`src/rtl/pool_window_scheduler_pkg.sv`:
```
// pool_window_scheduler_pkg: FSM encoding, tap geometry and default widths shared by the scheduler
package pool_window_scheduler_pkg;
  localparam int TAPS = 9;
  localparam int BIT_WIDTH_D = 8;
  localparam int DIM_W_D = 6;
  localparam int ADDR_W_D = 12;
  typedef enum logic [2:0] {IDLE, FETCH, DRAIN, POOL, EMIT} state_e;
  // tap k sits at row k/3 and column k%3 of the 3x3 window, 1 being the centre
  function automatic logic [1:0] tap_row(input logic [3:0] k);
    return 2'(k / 4'd3);
  endfunction
  function automatic logic [1:0] tap_col(input logic [3:0] k);
    return 2'(k % 4'd3);
  endfunction
endpackage

```
`src/rtl/pool_window_scheduler_maxpool.sv`:
```
// pool_window_scheduler_maxpool: unsigned max over the unmasked taps of a 3x3 window
module pool_window_scheduler_maxpool
  import pool_window_scheduler_pkg::*;
#(
  parameter int BIT_WIDTH = BIT_WIDTH_D
) (
  input  logic [TAPS*BIT_WIDTH-1:0] taps_i,
  input  logic [TAPS-1:0]           mask_i,
  output logic [BIT_WIDTH-1:0]      max_o
);
  always_comb begin
    max_o = '0;
    for (int j = 0; j < TAPS; j++)
      max_o = mask_i[j] && taps_i[j*BIT_WIDTH +: BIT_WIDTH] > max_o ? taps_i[j*BIT_WIDTH +: BIT_WIDTH] : max_o;
  end
endmodule

```
`src/rtl/pool_window_scheduler.sv`:
```
// pool_window_scheduler: walks 3x3 windows over a feature map, fetches the in-map taps,
// max-pools them and hands each result out over a valid/ready port
module pool_window_scheduler
  import pool_window_scheduler_pkg::*;
#(
  parameter int BIT_WIDTH = BIT_WIDTH_D,
  parameter int DIM_W = DIM_W_D,
  parameter int ADDR_W = ADDR_W_D
) (
  input  logic                 clk,
  input  logic                 reset,
  input  logic                 start,
  input  logic [DIM_W-1:0]     cfg_width,
  input  logic [DIM_W-1:0]     cfg_height,
  input  logic                 cfg_stride2,
  input  logic [ADDR_W-1:0]    cfg_src_base,
  input  logic [ADDR_W-1:0]    cfg_dst_base,
  output logic                 rd_en,
  output logic [ADDR_W-1:0]    rd_addr,
  input  logic [BIT_WIDTH-1:0] rd_data,
  output logic                 out_valid,
  input  logic                 out_ready,
  output logic [BIT_WIDTH-1:0] out_data,
  output logic [ADDR_W-1:0]    out_addr,
  output logic                 busy,
  output logic                 done
);
  state_e state_q, state_d;
  logic [DIM_W-1:0] w_q, h_q, r_q, c_q;
  logic s2_q;
  logic [ADDR_W-1:0] src_q, dst_q, ord_q, out_addr_q;
  logic [BIT_WIDTH-1:0] out_data_q, pool_max;
  logic [BIT_WIDTH-1:0] tap_q [TAPS];
  logic [TAPS*BIT_WIDTH-1:0] tap_flat;
  logic [3:0] k_q, cap_k_q;
  logic cap_q, cap_m_q, done_q;
  logic [TAPS-1:0] mask;
  logic [DIM_W:0] r_nx, c_nx, rr, cc;
  logic zero_cfg, last, hs, r_lo, r_hi, c_lo, c_hi;
  assign zero_cfg = cfg_width == '0 || cfg_height == '0;
  assign hs = state_q == EMIT && out_ready;
  assign r_nx = {1'b0, r_q} + (s2_q ? (DIM_W+1)'(2) : (DIM_W+1)'(1));
  assign c_nx = {1'b0, c_q} + (s2_q ? (DIM_W+1)'(2) : (DIM_W+1)'(1));
  assign last = r_nx >= {1'b0, h_q} && c_nx >= {1'b0, w_q};
  assign r_lo = r_q != '0;
  assign c_lo = c_q != '0;
  assign r_hi = {1'b0, r_q} + (DIM_W+1)'(1) < {1'b0, h_q};
  assign c_hi = {1'b0, c_q} + (DIM_W+1)'(1) < {1'b0, w_q};
  always_comb begin
    for (int j = 0; j < TAPS; j++)
      mask[j] = (tap_row(4'(j)) != 2'd0 || r_lo) && (tap_row(4'(j)) != 2'd2 || r_hi) &&
                (tap_col(4'(j)) != 2'd0 || c_lo) && (tap_col(4'(j)) != 2'd2 || c_hi);
  end
  // only meaningful for in-map taps, where the offset row/column cannot underflow
  assign rr = {1'b0, r_q} + (DIM_W+1)'(tap_row(k_q)) - (DIM_W+1)'(1);
  assign cc = {1'b0, c_q} + (DIM_W+1)'(tap_col(k_q)) - (DIM_W+1)'(1);
  for (genvar t = 0; t < TAPS; t++) begin : g_flat
    assign tap_flat[t*BIT_WIDTH +: BIT_WIDTH] = tap_q[t];
  end
  pool_window_scheduler_maxpool #(.BIT_WIDTH(BIT_WIDTH)) u_maxpool (
    .taps_i(tap_flat),
    .mask_i(mask),
    .max_o (pool_max)
  );
  always_ff @(posedge clk) begin
    if (!reset) state_q <= IDLE;
    else state_q <= state_d;
  end
  always_comb begin
    state_d = state_q;
    case (state_q)
      IDLE:    state_d = start && !zero_cfg ? FETCH : IDLE;
      FETCH:   state_d = k_q == 4'd8 ? DRAIN : FETCH;
      DRAIN:   state_d = POOL;
      POOL:    state_d = EMIT;
      EMIT:    state_d = hs ? (last ? IDLE : FETCH) : EMIT;
      default: state_d = IDLE;
    endcase
  end
  always_comb begin
    busy = state_q != IDLE;
    out_valid = state_q == EMIT;
    rd_en = state_q == FETCH && mask[k_q];
    rd_addr = rd_en ? src_q + ADDR_W'(rr) * ADDR_W'(w_q) + ADDR_W'(cc) : '0;
  end
  assign done = done_q;
  assign out_data = out_data_q;
  assign out_addr = out_addr_q;
  // cap_* remembers last cycle's read so its data lands in the right tap; cleared by reset
  always_ff @(posedge clk) begin
    if (!reset) begin
      {w_q, h_q, r_q, c_q, s2_q} <= '0;
      {src_q, dst_q, ord_q, out_addr_q, out_data_q} <= '0;
      {k_q, cap_k_q, cap_q, cap_m_q, done_q} <= '0;
      for (int j = 0; j < TAPS; j++) tap_q[j] <= '0;
    end else begin
      done_q <= (state_q == IDLE && start && zero_cfg) || (hs && last);
      cap_q <= state_q == FETCH;
      cap_k_q <= k_q;
      cap_m_q <= rd_en;
      if (cap_q) tap_q[cap_k_q] <= cap_m_q ? rd_data : '0;
      if (state_q == IDLE && start) begin
        {w_q, h_q, s2_q, src_q, dst_q} <= {cfg_width, cfg_height, cfg_stride2, cfg_src_base, cfg_dst_base};
        {r_q, c_q, k_q, ord_q} <= '0;
      end
      if (state_q == FETCH) k_q <= k_q + 4'd1;
      if (state_q == POOL) begin
        out_data_q <= pool_max;
        out_addr_q <= dst_q + ord_q;
      end
      if (hs) begin
        k_q <= '0;
        ord_q <= ord_q + ADDR_W'(1);
        c_q <= c_nx >= {1'b0, w_q} ? '0 : c_nx[DIM_W-1:0];
        r_q <= c_nx >= {1'b0, w_q} ? r_nx[DIM_W-1:0] : r_q;
      end
    end
  end
endmodule

```
`config.mk`:
```
export PLATFORM = sky130hd
export DESIGN_NAME = pool_window_scheduler
export DESIGN_NICKNAME = d
export VERILOG_FILES = /design/src/rtl/pool_window_scheduler_pkg.sv /design/src/rtl/pool_window_scheduler_maxpool.sv /design/src/rtl/pool_window_scheduler.sv
export SDC_FILE = /design/constraint.sdc
export NUM_CORES = 1
export LEC_CHECK = 0
export CAP_MARGIN = 20
export CORE_MARGIN = 1.5
export CORE_UTILIZATION = 60
export CTS_CLUSTER_SIZE = 30
export DETAILED_ROUTE_END_ITERATION = 7
export PLACE_DENSITY = 0.81
export SLEW_MARGIN = 40
export SYNTH_ARGS = -nofsm -noshare
export SYNTH_HDL_FRONTEND = slang
export SYNTH_SLANG_ARGS = --single-unit
export TNS_END_PERCENT = 1
```
`constraint.sdc`:
```
create_clock -name clk -period 24.4 [get_ports clk]
set_input_delay 3.66 -clock clk [delete_from_list [all_inputs] [get_ports clk]]
set_output_delay 3.66 -clock clk [all_outputs]
set_load 0.05 [all_outputs]
```
# Word level (Yosys, flattened, before mapping)
# Memory sizes are Yosys's and may differ from the RTL's.
# Cells that the tools add are included.
word_totals:
  reg_bits: 95
  ram_bits: 72
  input_bits: 49
  output_inout_bits: 36
  wordCells: 122
  n_memories: 1
op_classes:
  n_addsub: 13
  mul: 1
  div: 2
  n_lt_le_gt_ge: 14
  n_eq_ne: 6
  muxes: 35
  n_bitwise: 1
  n_reduce_logical: 33
mem_list:
  columns: ["name", "words", "width", "rd", "rd_ports_with_merged_regs", "wr", "line", "rtl"]
  rows:
  - ["tap_q", 9, 8, 9, 0, 9, "pool_window_scheduler.sv:33", "logic [BIT_WIDTH-1:0] tap_q [TAPS];"]
op_table:
  columns: ["op", "count"]
  rows:
  - ["8-bit two-way mux", 11]
  - ["8-bit greater-than comparator", 8]
  - ["12-bit two-way mux", 3]
  - ["6-bit two-way mux", 5]
  - ["12-bit adder", 2]
  - ["6-bit by 2-bit adder with 7-bit output", 3]
  - ["1-bit logical AND", 19]
  - ["3-bit case mux with 5 select lines", 1]
  - ["6-bit by 1-bit adder with 7-bit output, second input constant", 2]
  - ["7-bit by 6-bit >= comparator with 1-bit output", 2]
  - ["7-bit by 6-bit < comparator with 1-bit output", 2]
  - ["7-bit by 1-bit subtractor with 7-bit output, second input constant", 2]
  - ["12-bit by 1-bit adder with 12-bit output, second input constant", 1]
  - ["12-bit by 7-bit adder with 12-bit output", 1]
  - ["6-bit zero test", 2]
  - ["7-bit by 6-bit multiplier with 12-bit output", 1]
  - ["4-bit two-way mux", 3]
  - ["6-bit nonzero test", 2]
  - ["8-bit by 1-bit greater-than comparator with 1-bit output, second input constant", 1]
  - ["1-bit two-way mux", 8]
  - ["8-bit OR reduction", 1]
  - ["6-bit by 7-bit adder with 7-bit output", 1]
  - ["3-bit by 2-bit equality test with 1-bit output, second input constant", 2]
  - ["4-bit by 5-bit < comparator with 1-bit output, second input constant", 1]
  - ["other kinds (18)", 21]

# Longest topological paths before layout
depth:
  word_depth: 27
  ltp_mapped: 90
  mapped_depth_nobuf: 81

# By module
# From an unflattened synthesis, not the netlist that was laid out.
hier_totals:
  hier_cells: 1590
  area_unflattened_um2: 13611.8
by_module_without_submodules:
  columns: ["module", "n_inst", "cells_per_inst", "area_each_um2", "seq_area_each_um2"]
  rows:
  - ["pool_window_scheduler", 1, 1138, 10521.3, 4063.9]
  - ["pool_window_scheduler_maxpool", 1, 452, 3090.5, 0.0]

# Worst setup path after synthesis
# OpenSTA, ideal clock, no wires.
synth_path:
  kind: "register -> register"
  startpoint: "register c_q[2]"
  endpoint: "register out_data_q[2], in the netlist out_data[2]"
  setup_time_ns: 0.116
  t_arrival_ns: 15.586
  t_required_ns: 24.284
  setup_slack_ns: 8.697
  stages_incl_launch_ff: 86
  cell_sequence: "dfxtp_1 clkbuf_1 inv_1 ha_1 and3_1 clkbuf_1 nor2_1 nand2_1 ha_1 nand2_1 or2_2 o2111a_1 nor2_1 clkbuf_1 nand2_1 o21ai_0 inv_1 ha_1 [50 not listed] nand4_1 or3_1 a221oi_1 a311oi_1 a311o_1 buf_6 o311a_1 nor2_1 ha_1 a21o_1 a211o_1 a21oi_1 o21ai_0 o311ai_1 and2_1 clkbuf_1 o21ai_1 o211a_1"
synth_between:
  elab_chain_cells: 27
  elab_cells_between_ends: 32
synth_rtl:
  columns: ["item", "line", "rtl"]
  rows:
  - ["from (decl)", "pool_window_scheduler.sv:29", "logic [DIM_W-1:0] w_q, h_q, r_q, c_q;"]
  - ["from (signal assigned)", "pool_window_scheduler.sv:114", "c_q <= c_nx >= {1'b0, w_q} ? '0 : c_nx[DIM_W-1:0];"]
  - ["6-bit nonzero test", "pool_window_scheduler.sv:46", "assign c_lo = c_q != '0;"]
  - ["1-bit logical AND", "pool_window_scheduler.sv:51", "mask[j] = (tap_row(4'(j)) != 2'd0 || r_lo) && (tap_row(4'(j)) != 2'd2 || r_hi) &&"]
  - ["1-bit logical AND", "pool_window_scheduler_maxpool.sv:14", "max_o = mask_i[j] && taps_i[j*BIT_WIDTH +: BIT_WIDTH] > max_o ? taps_i[j*BIT_WIDTH +: BIT_WIDTH] : max_o;"]
  - ["8-bit two-way mux", "pool_window_scheduler_maxpool.sv:14", null]
  - ["8-bit greater-than comparator", "pool_window_scheduler_maxpool.sv:14", null]
  - ["1-bit logical AND", "pool_window_scheduler_maxpool.sv:14", null]
  - ["8-bit two-way mux", "pool_window_scheduler_maxpool.sv:14", null]
  - ["8-bit greater-than comparator", "pool_window_scheduler_maxpool.sv:14", null]
  - ["[11 not listed]", null, null]
  - ["1-bit logical AND", "pool_window_scheduler_maxpool.sv:14", null]
  - ["8-bit two-way mux", "pool_window_scheduler_maxpool.sv:14", null]
  - ["8-bit greater-than comparator", "pool_window_scheduler_maxpool.sv:14", null]
  - ["1-bit logical AND", "pool_window_scheduler_maxpool.sv:14", null]
  - ["8-bit two-way mux", "pool_window_scheduler_maxpool.sv:14", null]
  - ["8-bit greater-than comparator", "pool_window_scheduler_maxpool.sv:14", null]
  - ["1-bit logical AND", "pool_window_scheduler_maxpool.sv:14", null]
  - ["8-bit two-way mux *", "pool_window_scheduler_maxpool.sv:14", null]
  - ["to (signal assigned)", "pool_window_scheduler.sv:108", "out_data_q <= pool_max;"]
  - ["to (decl)", "pool_window_scheduler.sv:32", "logic [BIT_WIDTH-1:0] out_data_q, pool_max;"]
# Mark *: on every way between the ends. The rest lies on a longest branch, timed or not.
# A chain may end at the register's enable or synchronous reset.

# Worst setup path in the final report
layout_path:
  startpoint: "register c_q[2]"
  endpoint: "register out_data_q[6], in the netlist out_data[6]"
# Same word-level chain as after synthesis.

==> results.toml <==
[status]
status = "complete, no violations"

[synth]
synth_most_common_cell = "nand2_1"
synth_cell_type_count = 75
synth.area.top_cells = "edfxtp_1 17%, dfxtp_1 15%, ha_1 15%"
synth_commonest_cells = "213 x nand2_1, 175 x nor2_1, 151 x ha_1"
synth_fp_nets = 1761
synthDominantCellAreaShare_pct = 16.82
synth_edf_count = 72
ys_seq_area_share_pct = 31.61
ys_warn_count = 0
ys_ff_latch = 167
avgSynthCellArea_um2 = 8.457
synth_top_cell_by_area = "edfxtp_1"
synthCells = 1520
syn_area_mm2 = 0.01285
synth-async-reset-ratio_pct = 0
synth_ff_type = "dfxtp_1"

[routing]
drc = 0
wl_per_cell_um = 16.50
routed_wl_um = 30760
vias = 11030
drt_iter0_drc = 879
vias_per_cell = 5.915
first_pass_iters = 5
detail-route-antenna-nets = 0

[cells_and_area]
synthToLayoutAreaGrowth_pct = 12.80
nets = 1818
num-fill-cells = 1617
diodes = 0
fin_cells = 1865
drive_gt1_share_pct = 4.340

[place]
portBuffers = 84
gp_congestion = 0.9396
post-dp-hpwl_um = 23020
placedCellCount = 1832

[sta]
period_minus_slack_ps = 17680
slew_violations = 0
tightest_slew_ps = 707.1
fin_setup_tns_ps = 0
max_freq_mhz = 56.57
rsz0062_at_grt = "no"
relSlewSlack_pct = 52.86
post-route-period-util_pct = 72.45
skew_ps = 8.289
setup_violations = 0
hold_violations = 0

[power_and_ir_drop]
powerDensity_mw_per_mm2 = 55.41
ir_drop_v = 0.00005012
p_leak_nw = 6.120

[clocking]
cts_inserted_buffers = 17
clk_latency_ps = 440
post_cts_buffers = 0
htree_levels = 4
clk_path_buf_depth = 2
cts.sinks = 167
cts.clk_slew.worst_paths_ps = 70
cts_tree = "built"
cts.repair.resized = 0
cts-root-buf = "clkbuf_16"
hold_buffers = 0

[floorplanning]
rows = 53
die_area_mm2 = 0.02231
fp.coreArea_mm2 = 0.02102
start_util_pct = 61.15
ios = 85
die_h_um = 149.4
dieWidth_um = 149.4

[grt]
grt_pass1_vias = 10650
grt_max_degree = 78
grt_overflow = 0
antenna_found_initial = 0
grt_pass1_wl_um = 50430
track_usage_pct = 28.29

[critical_path]
critPathLaunchType = "flip-flop"
crit_slowest_cell = "o211ai_2"
ff2ff_path_depth = 77
r2r_setup_slack_ps = 6720
slowest_delay_ps = 570
worstPathMaxFanout = 22
cp_common_cell = "ha_1"
crit_required_ps = 24730
regToRegEndpoint = "out_data[6]"
path_class = "flip-flop to flip-flop"
r2r_start = "c_q[2]"
crit_path_end_kind = "flip-flop"
critPathArrivalTime_ps = 18010

[worst_hold_path]
hold_path_end = "out_addr[3]"
hp-class = "flip-flop to flip-flop"
min_from = "out_addr[3]"
min_path_cells = 2

[flow_run]
drv_cap = 0
## flip-flops by register name, summed over array words and instances, names as in the netlist
name and count:
tap_q 72, dst_q 12, ord_q 12, out_addr 12, src_q 12, out_data 8
c_q 6, h_q 6, r_q 6, w_q 6, cap_k_q 4, k_q 4
state_q 3, cap_m_q 1, cap_q 1, done 1, s2_q 1
## cells by family after synthesis
logic type / synth area share, %
compound gates: 15.88
xor+xnor: 3.679
fa+ha+maj: 21.16
buf+inv: 5.869
flops: 31.61
mux: 2.073
simple gates: 19.73
## layout make-up
cell class	instances	area, µm²	area share, %
multi-input cells	1157	8060	55.59
flip-flops and latches	167	4064	28.03
repair buffers	91	897.1	6.187
inverters	143	536.8	3.702
clock buffers	17	425.4	2.934
well taps	275	344.1	2.373
clock inverters	15	172.7	1.191
## worst max-delay path, delay by kind of cell, from the launching register on
kind / cells / cell delay, ps
AO/OA/AOI/OAI: 30 / 6610
multiplexers: 4 / 1270
flip-flops: 1 / 530
adder cells (fa/ha/maj): 9 / 2680
buffers and inverters: 4 / 440
AND/OR/NAND/NOR: 30 / 5980
## per-stage QoR
step | instance area [µm²] | hold WS, ps | setup slack (ps) | power (mW) | util [%]
2_1_floorplan | 12850 | 436.3 | 8697 | 0.4797 | -
3_3_place_gp | 13870 | 442.7 | 7556 | 0.5212 | 66.00
3_5_place_dp | 13880 | 442.6 | 6760 | 0.5290 | 66.03
4_1_cts | 14480 | 451.8 | 6757 | 0.8050 | 68.87
5_1_grt | 14500 | 475.7 | 5220 | 0.8488 | 68.98
6_report | 14500 | 454.7 | 6723 | 0.8035 | 68.98
## where the power goes
group | switching (mW) | internal [mW]
Combinational | 0.121 | 0.0943
Sequential | 0.00895 | 0.300
Clock | 0.118 | 0.161
Total | 0.248 | 0.556
## worst max-delay path by stage
stage | start | to | slack, ps | cells after the start
6_report | c_q[2] | out_data[6] | 6720 | 77
5_1_grt | c_q[2] | out_data[6] | 5220 | 78
4_1_cts | c_q[2] | out_data[6] | 6760 | 74
3_5_place_dp | c_q[2] | out_data[3] | 6760 | 74
3_3_place_gp | c_q[2] | out_data[6] | 7560 | 74
2_1_floorplan | c_q[2] | out_data[2] | 8700 | 85
## layout by cell type (no fill, tap or decap), types with 41 or more instances in the layout
cell / count
o21ai_0: 50
ha_1: 151
nor2_1: 174
edfxtp_1: 72
fa_1: 41
nand2_1: 212
dfxtp_1: 95
clkdlybuf4s50_1: 84
nand3_1: 41
a21oi_1: 124
inv_1: 142
## routing by layer
layer	wire length [µm]	global-route usage [%]	share of wire (%)
met5	0	0	0
met4	750	10.45	2.4
met3	1811	4.985	5.9
met2	14920	47.97	48
met1	13290	36.04	43
Note: power is estimated with default switching activity, not from simulation.
